### config.mk
export PLATFORM = sky130hd
export DESIGN_NAME = cnt0_sequencer
export DESIGN_NICKNAME = d
export VERILOG_FILES = /design/src/rtl/slg46620_cnt0_pkg.sv /design/src/rtl/cnt0_edge_qual.sv /design/src/rtl/cnt0_sequencer.sv
export SDC_FILE = /design/constraint.sdc
export NUM_CORES = 1
export LEC_CHECK = 0
export CORE_ASPECT_RATIO = 1.1
export CORE_MARGIN = 2
export CORE_UTILIZATION = 53
export DETAILED_ROUTE_END_ITERATION = 10
export PLACE_DENSITY = 0.88
export SLEW_MARGIN = 20
export SYNTH_ARGS = -nofsm -noshare
export SYNTH_HDL_FRONTEND = slang
export SYNTH_SLANG_ARGS = --single-unit
### constraint.sdc
create_clock -name i_clk -period 3.1 [get_ports i_clk]
set_input_delay 0.93 -clock i_clk [delete_from_list [all_inputs] [get_ports i_clk]]
set_output_delay 0.93 -clock i_clk [all_outputs]
set_load 0.005 [all_outputs]
### src/rtl/slg46620_cnt0_pkg.sv
// Shared types for the SLG46620 CNT0 counter/delay macrocell.
package slg46620_cnt0_pkg;

  localparam int unsigned DEFAULT_BIT_WIDTH = 14;

  typedef enum logic [1:0] {
    Both_Edge_Reset    = 2'd0,
    Falling_Edge_Reset = 2'd1,
    Rising_Edge_Reset  = 2'd2,
    High_level_Reset   = 2'd3
  } edge_sel_t;

  typedef enum logic [1:0] {
    CNT      = 2'd0,
    DLY      = 2'd1,
    ONE_SHOT = 2'd2,
    FSM      = 2'd3
  } func_sel_t;

  typedef enum logic {
    IDLE = 1'b0,
    RUN  = 1'b1
  } cnt0_state_t;

  // DLY and ONE_SHOT take their event from i_in; CNT and FSM from i_resetin.
  function automatic logic is_trigger_mode(input func_sel_t f);
    return (f == DLY) || (f == ONE_SHOT);
  endfunction

endpackage

### src/rtl/cnt0_edge_qual.sv
// Input sample flop plus rise/fall detection and event qualification for CNT0.
module cnt0_edge_qual
  import slg46620_cnt0_pkg::*;
(
  input  logic       i_clk,
  input  logic       i_reset,
  input  logic       i_sig,
  input  logic       i_trig_mode,
  input  logic [1:0] i_edge_select,
  output logic       o_event_c,
  output logic       o_abort_c
);

  logic s;
  logic rise;
  logic fall;

  always_ff @(posedge i_clk or posedge i_reset) begin
    if (i_reset) s <= 1'b0;
    else         s <= i_sig;
  end

  assign rise = i_sig & ~s;
  assign fall = ~i_sig & s;

  // Abort flags the opposite-polarity edge when only one polarity qualifies.
  always_comb begin
    o_event_c = 1'b0;
    o_abort_c = 1'b0;
    case (edge_sel_t'(i_edge_select))
      Both_Edge_Reset:    o_event_c = rise | fall;
      Falling_Edge_Reset: begin
        o_event_c = fall;
        o_abort_c = rise;
      end
      Rising_Edge_Reset:  begin
        o_event_c = rise;
        o_abort_c = fall;
      end
      High_level_Reset:   o_event_c = i_trig_mode ? (rise | fall) : i_sig;
      default:            ;
    endcase
  end

endmodule

### src/rtl/cnt0_sequencer.sv
// CNT0 mode sequencer: owns the counter register and runs CNT, DLY, ONE_SHOT or FSM.
module cnt0_sequencer
  import slg46620_cnt0_pkg::*;
#(
  parameter int unsigned BIT_WIDTH = DEFAULT_BIT_WIDTH
) (
  input  logic                 i_clk,
  input  logic                 i_reset,
  input  logic [1:0]           i_function_select,
  input  logic [1:0]           i_edge_select,
  input  logic [BIT_WIDTH-1:0] i_data,
  input  logic                 i_in,
  input  logic                 i_resetin,
  input  logic                 i_up,
  output logic [BIT_WIDTH-1:0] o_counter,
  output logic                 o_out,
  output logic                 o_busy
);

  func_sel_t            func_in;
  func_sel_t            func_q;
  func_sel_t            func_d;
  cnt0_state_t          state;
  cnt0_state_t          state_d;
  logic [BIT_WIDTH-1:0] cnt_d;
  logic [BIT_WIDTH-1:0] cnt_dec;
  logic [BIT_WIDTH-1:0] fsm_next;
  logic [BIT_WIDTH-1:0] fsm_term;
  logic                 cnt_zero;
  logic                 out_d;
  logic                 busy_d;
  logic                 target;
  logic                 target_d;
  logic                 trig_mode;
  logic                 active_in;
  logic                 func_chg;
  logic                 evt_c;
  logic                 abort_c;

  assign func_in   = func_sel_t'(i_function_select);
  assign trig_mode = is_trigger_mode(func_in);
  assign active_in = trig_mode ? i_in : i_resetin;
  assign func_chg  = (func_in != func_q);
  assign cnt_zero  = (o_counter == '0);
  assign cnt_dec   = o_counter - BIT_WIDTH'(1);

  cnt0_edge_qual u_edge_qual (
    .i_clk         (i_clk),
    .i_reset       (i_reset),
    .i_sig         (active_in),
    .i_trig_mode   (trig_mode),
    .i_edge_select (i_edge_select),
    .o_event_c     (evt_c),
    .o_abort_c     (abort_c)
  );

  // FSM-mode next count: reset event, hold, or saturating up/down step.
  always_comb begin
    fsm_term = i_up ? i_data : '0;
    fsm_next = o_counter;
    if (evt_c) begin
      fsm_next = '0;
    end else if (!i_in) begin
      if (i_up) begin
        if (o_counter < i_data) fsm_next = o_counter + BIT_WIDTH'(1);
      end else if (!cnt_zero) begin
        fsm_next = cnt_dec;
      end
    end
  end

  always_ff @(posedge i_clk or posedge i_reset) begin
    if (i_reset) begin
      state     <= IDLE;
      func_q    <= CNT;
      o_counter <= '0;
      o_out     <= 1'b0;
      o_busy    <= 1'b0;
      target    <= 1'b0;
    end else begin
      state     <= state_d;
      func_q    <= func_d;
      o_counter <= cnt_d;
      o_out     <= out_d;
      o_busy    <= busy_d;
      target    <= target_d;
    end
  end

  // Priority: function change, then event, then expiry, then count.
  always_comb begin
    state_d  = state;
    func_d   = func_q;
    cnt_d    = o_counter;
    out_d    = o_out;
    target_d = target;

    if (func_chg) begin
      state_d = IDLE;
      func_d  = func_in;
      out_d   = 1'b0;
      cnt_d   = (func_in == FSM) ? '0 : i_data;
    end else begin
      case (func_q)
        CNT: begin
          if ((state == IDLE) || evt_c) begin
            state_d = RUN;
            cnt_d   = i_data;
            out_d   = 1'b0;
          end else if (cnt_zero) begin
            cnt_d = i_data;
            out_d = 1'b1;
          end else begin
            cnt_d = cnt_dec;
            out_d = 1'b0;
          end
        end
        DLY: begin
          if (evt_c) begin
            state_d  = RUN;
            cnt_d    = i_data;
            target_d = i_in;
          end else if (state == RUN) begin
            if (abort_c) begin
              state_d = IDLE;
              out_d   = i_in;
            end else if (cnt_zero) begin
              state_d = IDLE;
              out_d   = target;
            end else begin
              cnt_d = cnt_dec;
            end
          end
        end
        ONE_SHOT: begin
          if (state == IDLE) begin
            if (evt_c) begin
              state_d = RUN;
              cnt_d   = i_data;
              out_d   = 1'b1;
            end
          end else if (cnt_zero) begin
            state_d = IDLE;
            out_d   = 1'b0;
          end else begin
            cnt_d = cnt_dec;
          end
        end
        FSM: begin
          if (state == IDLE) begin
            state_d = RUN;
            cnt_d   = '0;
            out_d   = 1'b0;
          end else begin
            cnt_d = fsm_next;
            out_d = (fsm_next == fsm_term);
          end
        end
        default: ;
      endcase
    end

    busy_d = (state_d == RUN) && is_trigger_mode(func_d);
  end

endmodule

==> results of run 1 <==
==> layer usage <==
metal / global-route usage (%) / overflow
met3: 68.2 / 2
met5: 30.8 / 0
met1: 81.7 / 1
met2: 95.0 / 22
met4: 83.2 / 26
==> timing repair <==
item,in CTS
gates resized for setup,161
pin swaps,64
endpoints found under the setup margin,17
setup buffers,30
==> cell families after synthesis <==
group | synth area share (%)
mux | 2.99
xor+xnor | 4.65
compound gates | 36.6
flops | 13.9
fa+ha+maj | 7.64
buf+inv | 7.80
simple gates | 26.4
==> through the flow <==
| stage | instance area [um2] | instances | utilization (%) | setup slack [ns] |
|---|---|---|---|---|
| after CTS | 6030 | 803 | 86.5 | -0.622 |
| after floorplan | 4040 | 545 | - | -0.660 |
| after detailed placement | 5340 | 769 | 76.6 | -1.28 |
| after global placement | 5340 | 769 | 76.6 | -1.21 |
==> qor.txt, run 1 <==
Failed at - global routing (5_1_grt)
Syn Inst Count - 545
Mean Syn Cell Area - 6.91 um2
DP Wirelength - 12500 um
worst endpoint type - sequential cell input
io pins - 39
most numerous cell in the Yosys netlist - nand2_1
Post-Syn Area - 3770 um2
most frequent cells after synthesis - nand2_1 (59), nor2_1 (53), o21ai_0 (43), a21oi_1 (39), inv_1 (31)
top cell type's share of synthesized area - 13.9%
Total Routing Usage GR - 81.5%
post-GRT worst EP - o_counter[6]$_DFFE_PP0P_/D
Initial Util - 54.1%
Post-synth EDFFs - 0
prevailing post-synth register cell - dfrtp_1
row cnt - 32
count of input and output buffers - 38
final global-route overflow total - 51
Syn Nets - 591
Err - [ERROR GRT-0232] Routing congestion too high. Check the congestion heatmap in the GUI.
total CTS buffers - 3
pin count of the biggest net entering global routing - 32
Die Ht - 92.4 um
CTS Root Cell - clkbuf_8
RePlAce Congestion - 1.16
outcome - aborted with a tool error
sequential area share after synthesis - 13.9%
number of synthesis warnings - 0
cell accounting for the most synthesized area - dfrtp_1
asr flop ratio synth - 100%
cts hold-fix bufs - 0
Cell variety after synth - 75
#FFs+latches synth - 21
CTS max path bufs - 2
top post-synthesis cells by area - dfrtp_1 (14%), ha_1 (7.6%), nand2_1 (5.9%)
CTS Sinks - 21
H-tree depth - 1
die width - 84.4 um
==> run 2: changes to the inputs <==
Settings changed: CORE_ASPECT_RATIO 1.1 to default, CORE_UTILIZATION 53 to 40, PLACE_DENSITY 0.88 to default, PLACE_DENSITY_LB_ADDON from default to 0.15.
Clock period 3.1 ns to 4 ns, I/O delays scaled along.
==> qor.txt, run 2 <==
cts hold-fix bufs - 0
cell accounting for the most synthesized area - dfrtp_1
final critical-path share of the clock period - 99.5%
vias in the first global route - 4827
placeable core area - 9200 um2
antenna violations before repair - 0
Via-to-Cell Ratio - 6.48
Max Cap Viol - 0
Pleak - 2.23 nW
CP endpoint kind - register
CTS Sinks - 21
final global-route overflow total - 0
WP data arrival - 4.18 ns
Cell variety after synth - 75
Reg clk slew, reported paths - 0.09 ns
Largest register FFs - 14
total CTS buffers - 3
most common cell after layout, fill and taps aside - buf_4
RePlAce Congestion - 0.995
Critical Path RT - 4.20 ns
most frequent cells in the layout - buf_4 (123), nand2_1 (57), nor2_1 (49)
io pins - 39
PwrDens - 283 nW/um2
Syn Inst Count - 545
ratio of cells with drive above 1 in the final layout - 32.8%
top flop regs - o_counter x14, func_q x2
CP startpoint kind - input pin
outcome - finished, final reports clean
critical path type - in -> reg
prevailing post-synth register cell - dfrtp_1
Area Overhead vs Synth - 47.3%
Die Ht - 101 um
clk_skew - 0.0104 ns
Final Max Slew Viols - 0
HP Class - reg -> reg
maximum vdd drop - 0.141 mV
row cnt - 35
# diodes - 0
largest fanout on the critical path - 6
Syn Nets - 591
Post-Syn Area - 3770 um2
Slowest-stage cell, CP - or4_4
DRC Markers - 0
CP most frequent cell - a2111o_1
fillcell total - 848
most numerous cell in the Yosys netlist - nand2_1
Largest Register - o_counter
#FFs+latches synth - 21
die width - 101 um
1st-iter DRT viols - 527
CTS Root Cell - clkbuf_8
pin count of the biggest net entering global routing - 32
CTS tree - yes
sequential area share after synthesis - 13.9%
Slew HR - 36.1%
die area - 10200 um2
Critical Path, Cell by Cell - clkdlybuf4s15_1 -> inv_2 -> ha_4 -> a21oi_2 -> o21a_1 -> nor2_4 -> a2111o_1 -> a21oi_4 -> xnor2_2 -> a211o_1 -> or4_4 -> a2111o_1 -> o31ai_2
count of input and output buffers - 38
total negative slack - 0 ns
Final nets - 724
asr flop ratio synth - 100%
Avg WL per Cell - 21.0 um
RSZ-0062 raised after global routing - true
actual slew at the worst max-slew pin - 0.957 ns
top post-synthesis cells by area - dfrtp_1 (14%), ha_1 (7.6%), nand2_1 (5.9%)
Routed WL - 16500 um
Total Routing Usage GR - 32.3%
highest cell delay on the worst timing path - 0.53 ns
Final min period - 3.98 ns
most frequent cells after synthesis - nand2_1 (59), nor2_1 (53), o21ai_0 (43), a21oi_1 (39), inv_1 (31)
top cell type's share of synthesized area - 13.9%
Post-synth EDFFs - 0
Final ANT Viol Nets - 0
Final Hold Viols - 0
Initial Util - 41.0%
DP Wirelength - 12500 um
endpoints failing setup - 0
H-tree depth - 1
Clk Latency, worst-skew pair - 0.28 ns
CTS max path bufs - 2
number of synthesis warnings - 0
first-pass GRT wire length - 25700 um
Hold WS - 0.506 ns
Pre-antenna DRT Iters - 7
maximum operating frequency - 251 MHz
vias - 5105
Mean Syn Cell Area - 6.91 um2
run 2: power by group:
| part | internal (W) | leakage, nW | switching, W |
|---|---|---|---|
| registers | 0.000241 | 0.261 | 0.0000526 |
| clock network | 0.0000714 | 0.0228 | 0.0000820 |
| logic | 0.000520 | 1.95 | 0.000606 |
run 2: cells by family after synthesis:
| group | after synthesis | share of synthesized area (%) |
|---|---|---|
| AOI/OAI and AO/OA | 192 | 36.6 |
| xor gates and xnor gates | 20 | 4.65 |
| adders and majority gates | 23 | 7.64 |
| buffers and inverters | 74 | 7.80 |
| DFF | 21 | 13.9 |
| muxes | 11 | 2.99 |
| and+or+nand+nor | 204 | 26.4 |
run 2: metrics by stage:
| step | cell area (um2) | total power [W] | worst slack (ns) | cells | utilization (%) |
|---|---|---|---|---|---|
| 2_1_floorplan | 3820 | 0.000817 | -0.0606 | 545 | - |
| 3_3_place_gp | 5030 | 0.00122 | -0.778 | 766 | 54.7 |
| 3_5_place_dp | 5030 | 0.00123 | -0.749 | 766 | 54.7 |
| 4_1_cts | 5450 | 0.00151 | -0.0430 | 780 | 59.3 |
| 5_1_grt | 5550 | 0.00166 | -0.0594 | 788 | 60.4 |
| 6_report | 5550 | 0.00157 | 0.0191 | 788 | 60.4 |
run 2: final timing paths:
path,startpoint,end,slack [ns],depth (start not counted)
min in group asynchronous,i_reset,o_counter[9]$_DFFE_PP0P_,1.43,2
setup / recovery,i_data[7],o_out$_DFFE_PP0P_,0.02,13
hold / removal,target$_DFFE_PP0P_,target$_DFFE_PP0P_,0.51,2
max in group asynchronous,i_reset,o_counter[5]$_DFFE_PP0P_,1.97,2
setup reg to reg,o_counter[1]$_DFFE_PP0P_,o_out$_DFFE_PP0P_,0.15,12
hold reg to reg,target$_DFFE_PP0P_,target$_DFFE_PP0P_,0.51,2
run 2: metal layers:
metal	part of all wire, %	track usage [%]	up-vias
li1	-	-	2315
met1	41	45.6	2409
met2	45	50.9	332
met3	11	4.30	49
met4	2.7	10.1	0
met5	0	0	-
run 2: area by class of cell:
class | count | area (um2) | share of cell area [%]
clock buffers | 4 | 45.0 | 0.811
inverters | 32 | 123 | 2.21
multi-input cells | 450 | 3330 | 60.1
flip-flops and latches | 21 | 526 | 9.47
well taps | 111 | 139 | 2.50
repair buffers | 170 | 1390 | 24.9
run 2: critical path, delay by kind of cell:
kind                     cells  cell delay [ns]
buffers and inverters        2             0.27
adder cells (fa/ha/maj)      1             0.20
AO/OA/AOI/OAI                7             1.79
XOR/XNOR                     1             0.10
AND/OR/NAND/NOR              2             0.61
run 2: timing repair:
| item | CTS | global route |
|---|---|---|
| setup endpoints to repair | 15 | 6 |
| endpoints found under the hold margin | 0 | 0 |
| gates resized for setup | 114 | 20 |
| pin swaps | 34 | 30 |
| setup buffers | 11 | 8 |
Power figures use the tool's default switching activity.
==> run 3: changes to the inputs <==
Settings changed: CAP_MARGIN from default to 20, SKIP_LAST_GASP from default to 1.
==> qor.txt, run 3 (synthesis gave the netlist of run 2 again) <==
Die Ht - 101 um
Largest Register - o_counter
Pleak - 2.23 nW
DRC Markers - 0
pin count of the biggest net entering global routing - 32
largest fanout on the critical path - 5
placeable core area - 9200 um2
CP endpoint kind - register
vias in the first global route - 4827
CP startpoint kind - input pin
Final Max Slew Viols - 0
final global-route overflow total - 0
most common cell after layout, fill and taps aside - buf_4
Max Cap Viol - 0
total negative slack - 0 ns
most frequent cells in the layout - buf_4 (123), nand2_1 (57), nor2_1 (49)
Area Overhead vs Synth - 47.3%
sw frac - 47.2%
Critical Path RT - 4.20 ns
Seq pwr share - 18.6%
RSZ-0062 raised after global routing - true
Comb power frac - 71.5%
Reg clk slew, reported paths - 0.09 ns
Slew HR - 38.6%
Largest register FFs - 14
critical path type - in -> reg
die width - 101 um
Final min period - 3.98 ns
final critical-path share of the clock period - 99.5%
total CTS buffers - 3
outcome - finished, final reports clean
maximum vdd drop - 0.141 mV
row cnt - 35
Hold WS - 0.504 ns
clock group share of total power - 9.8%
Pre-antenna DRT Iters - 6
H-tree depth - 1
WP data arrival - 4.18 ns
clk_skew - 0.00841 ns
fillcell total - 848
DP Wirelength - 12500 um
endpoints failing setup - 0
RePlAce Congestion - 0.995
Routed WL - 16600 um
CTS Root Cell - clkbuf_8
Final nets - 724
io pins - 39
die area - 10200 um2
top flop regs - o_counter x14, func_q x2
CTS Sinks - 21
PwrDens - 284 nW/um2
antenna violations before repair - 0
# diodes - 0
maximum operating frequency - 251 MHz
P_sw - 0.000743 W
actual slew at the worst max-slew pin - 0.920 ns
Avg WL per Cell - 21.1 um
Final Hold Viols - 0
HP Class - reg -> reg
Clk Latency, worst-skew pair - 0.28 ns
CTS tree - yes
Internal Dissipation - 0.000833 W
vias - 5117
Total Routing Usage GR - 32.3%
Initial Util - 41.0%
1st-iter DRT viols - 500
Via-to-Cell Ratio - 6.49
CTS max path bufs - 2
count of input and output buffers - 38
first-pass GRT wire length - 25700 um
Post-Layout Cell Count - 788
post-placement cell count - 766
Final ANT Viol Nets - 0
ratio of cells with drive above 1 in the final layout - 32.8%
==> run 3: worst max-delay path, cell delays in order <==
cell and delay (ns):
buf_2 0.12, inv_4 0.09, ha_4 0.20, nand4_1 0.14
o221ai_4 0.19, buf_12 0.17, buf_12 0.11, a2111oi_4 0.37
mux2i_2 0.35, a2bb2oi_2 0.19, nor2_1 0.07, or4_4 0.48
a2111o_1 0.32, o31ai_2 0.17
==> run 3: what timing repair did <==
| action | in CTS | in global routing |
|---|---|---|
| hold buffers | 0 | 0 |
| setup endpoints to repair | 15 | 6 |
| setup buffers | 11 | 8 |
| gates resized for setup | 114 | 20 |
| pin swaps | 34 | 28 |
==> run 3: worst paths after layout <==
kind / from / endpoint / slack, ns / cells past startpoint
hold / removal: target$_DFFE_PP0P_ / target$_DFFE_PP0P_ / 0.50 / 2
min in group asynchronous: i_reset / o_counter[9]$_DFFE_PP0P_ / 1.41 / 2
setup reg to reg: o_counter[1]$_DFFE_PP0P_ / o_out$_DFFE_PP0P_ / 0.13 / 12
max in group asynchronous: i_reset / o_counter[5]$_DFFE_PP0P_ / 2.01 / 2
hold reg to reg: target$_DFFE_PP0P_ / target$_DFFE_PP0P_ / 0.50 / 2
setup / recovery: i_data[2] / o_out$_DFFE_PP0P_ / 0.02 / 14
==> run 3: cell type report <==
cell class / count / area (um2) / share of cell area (%)
flip-flops and latches: 21 / 526 / 9.47
inverters: 32 / 123 / 2.21
multi-input cells: 450 / 3330 / 60.1
repair buffers: 170 / 1390 / 24.9
well taps: 111 / 139 / 2.50
clock buffers: 4 / 45.0 / 0.811
==> run 3: through the flow <==
step	util, %	cell area [um2]	setup slack (ns)	power, W
2_1_floorplan	-	3820	-0.0606	0.000817
3_3_place_gp	54.7	5030	-0.778	0.00122
3_5_place_dp	54.7	5030	-0.749	0.00123
4_1_cts	59.3	5450	-0.0430	0.00151
5_1_grt	60.4	5550	-0.0630	0.00166
6_report	60.4	5550	0.0203	0.00158
==> run 3: layer usage <==
metal / GRT usage (%) / up-vias / part of all wire, %
met2: 50.9 / 344 / 45
met3: 4.30 / 46 / 11
met1: 45.6 / 2418 / 41
met4: 10.1 / 0 / 2.7
met5: 0 / - / 0
li1: - / 2309 / -
==> run 3: power groups by stage <==
stage | Sequential (W) | Clock, W | Combinational (W)
detailed placement | 0.000286 | 0 | 0.000941
CTS | 0.000292 | 0.000160 | 0.00105
global route | 0.000297 | 0.000168 | 0.00120
global placement | 0.000284 | 0 | 0.000933
floorplan | 0.000278 | 0 | 0.000539
finish | 0.000294 | 0.000155 | 0.00113
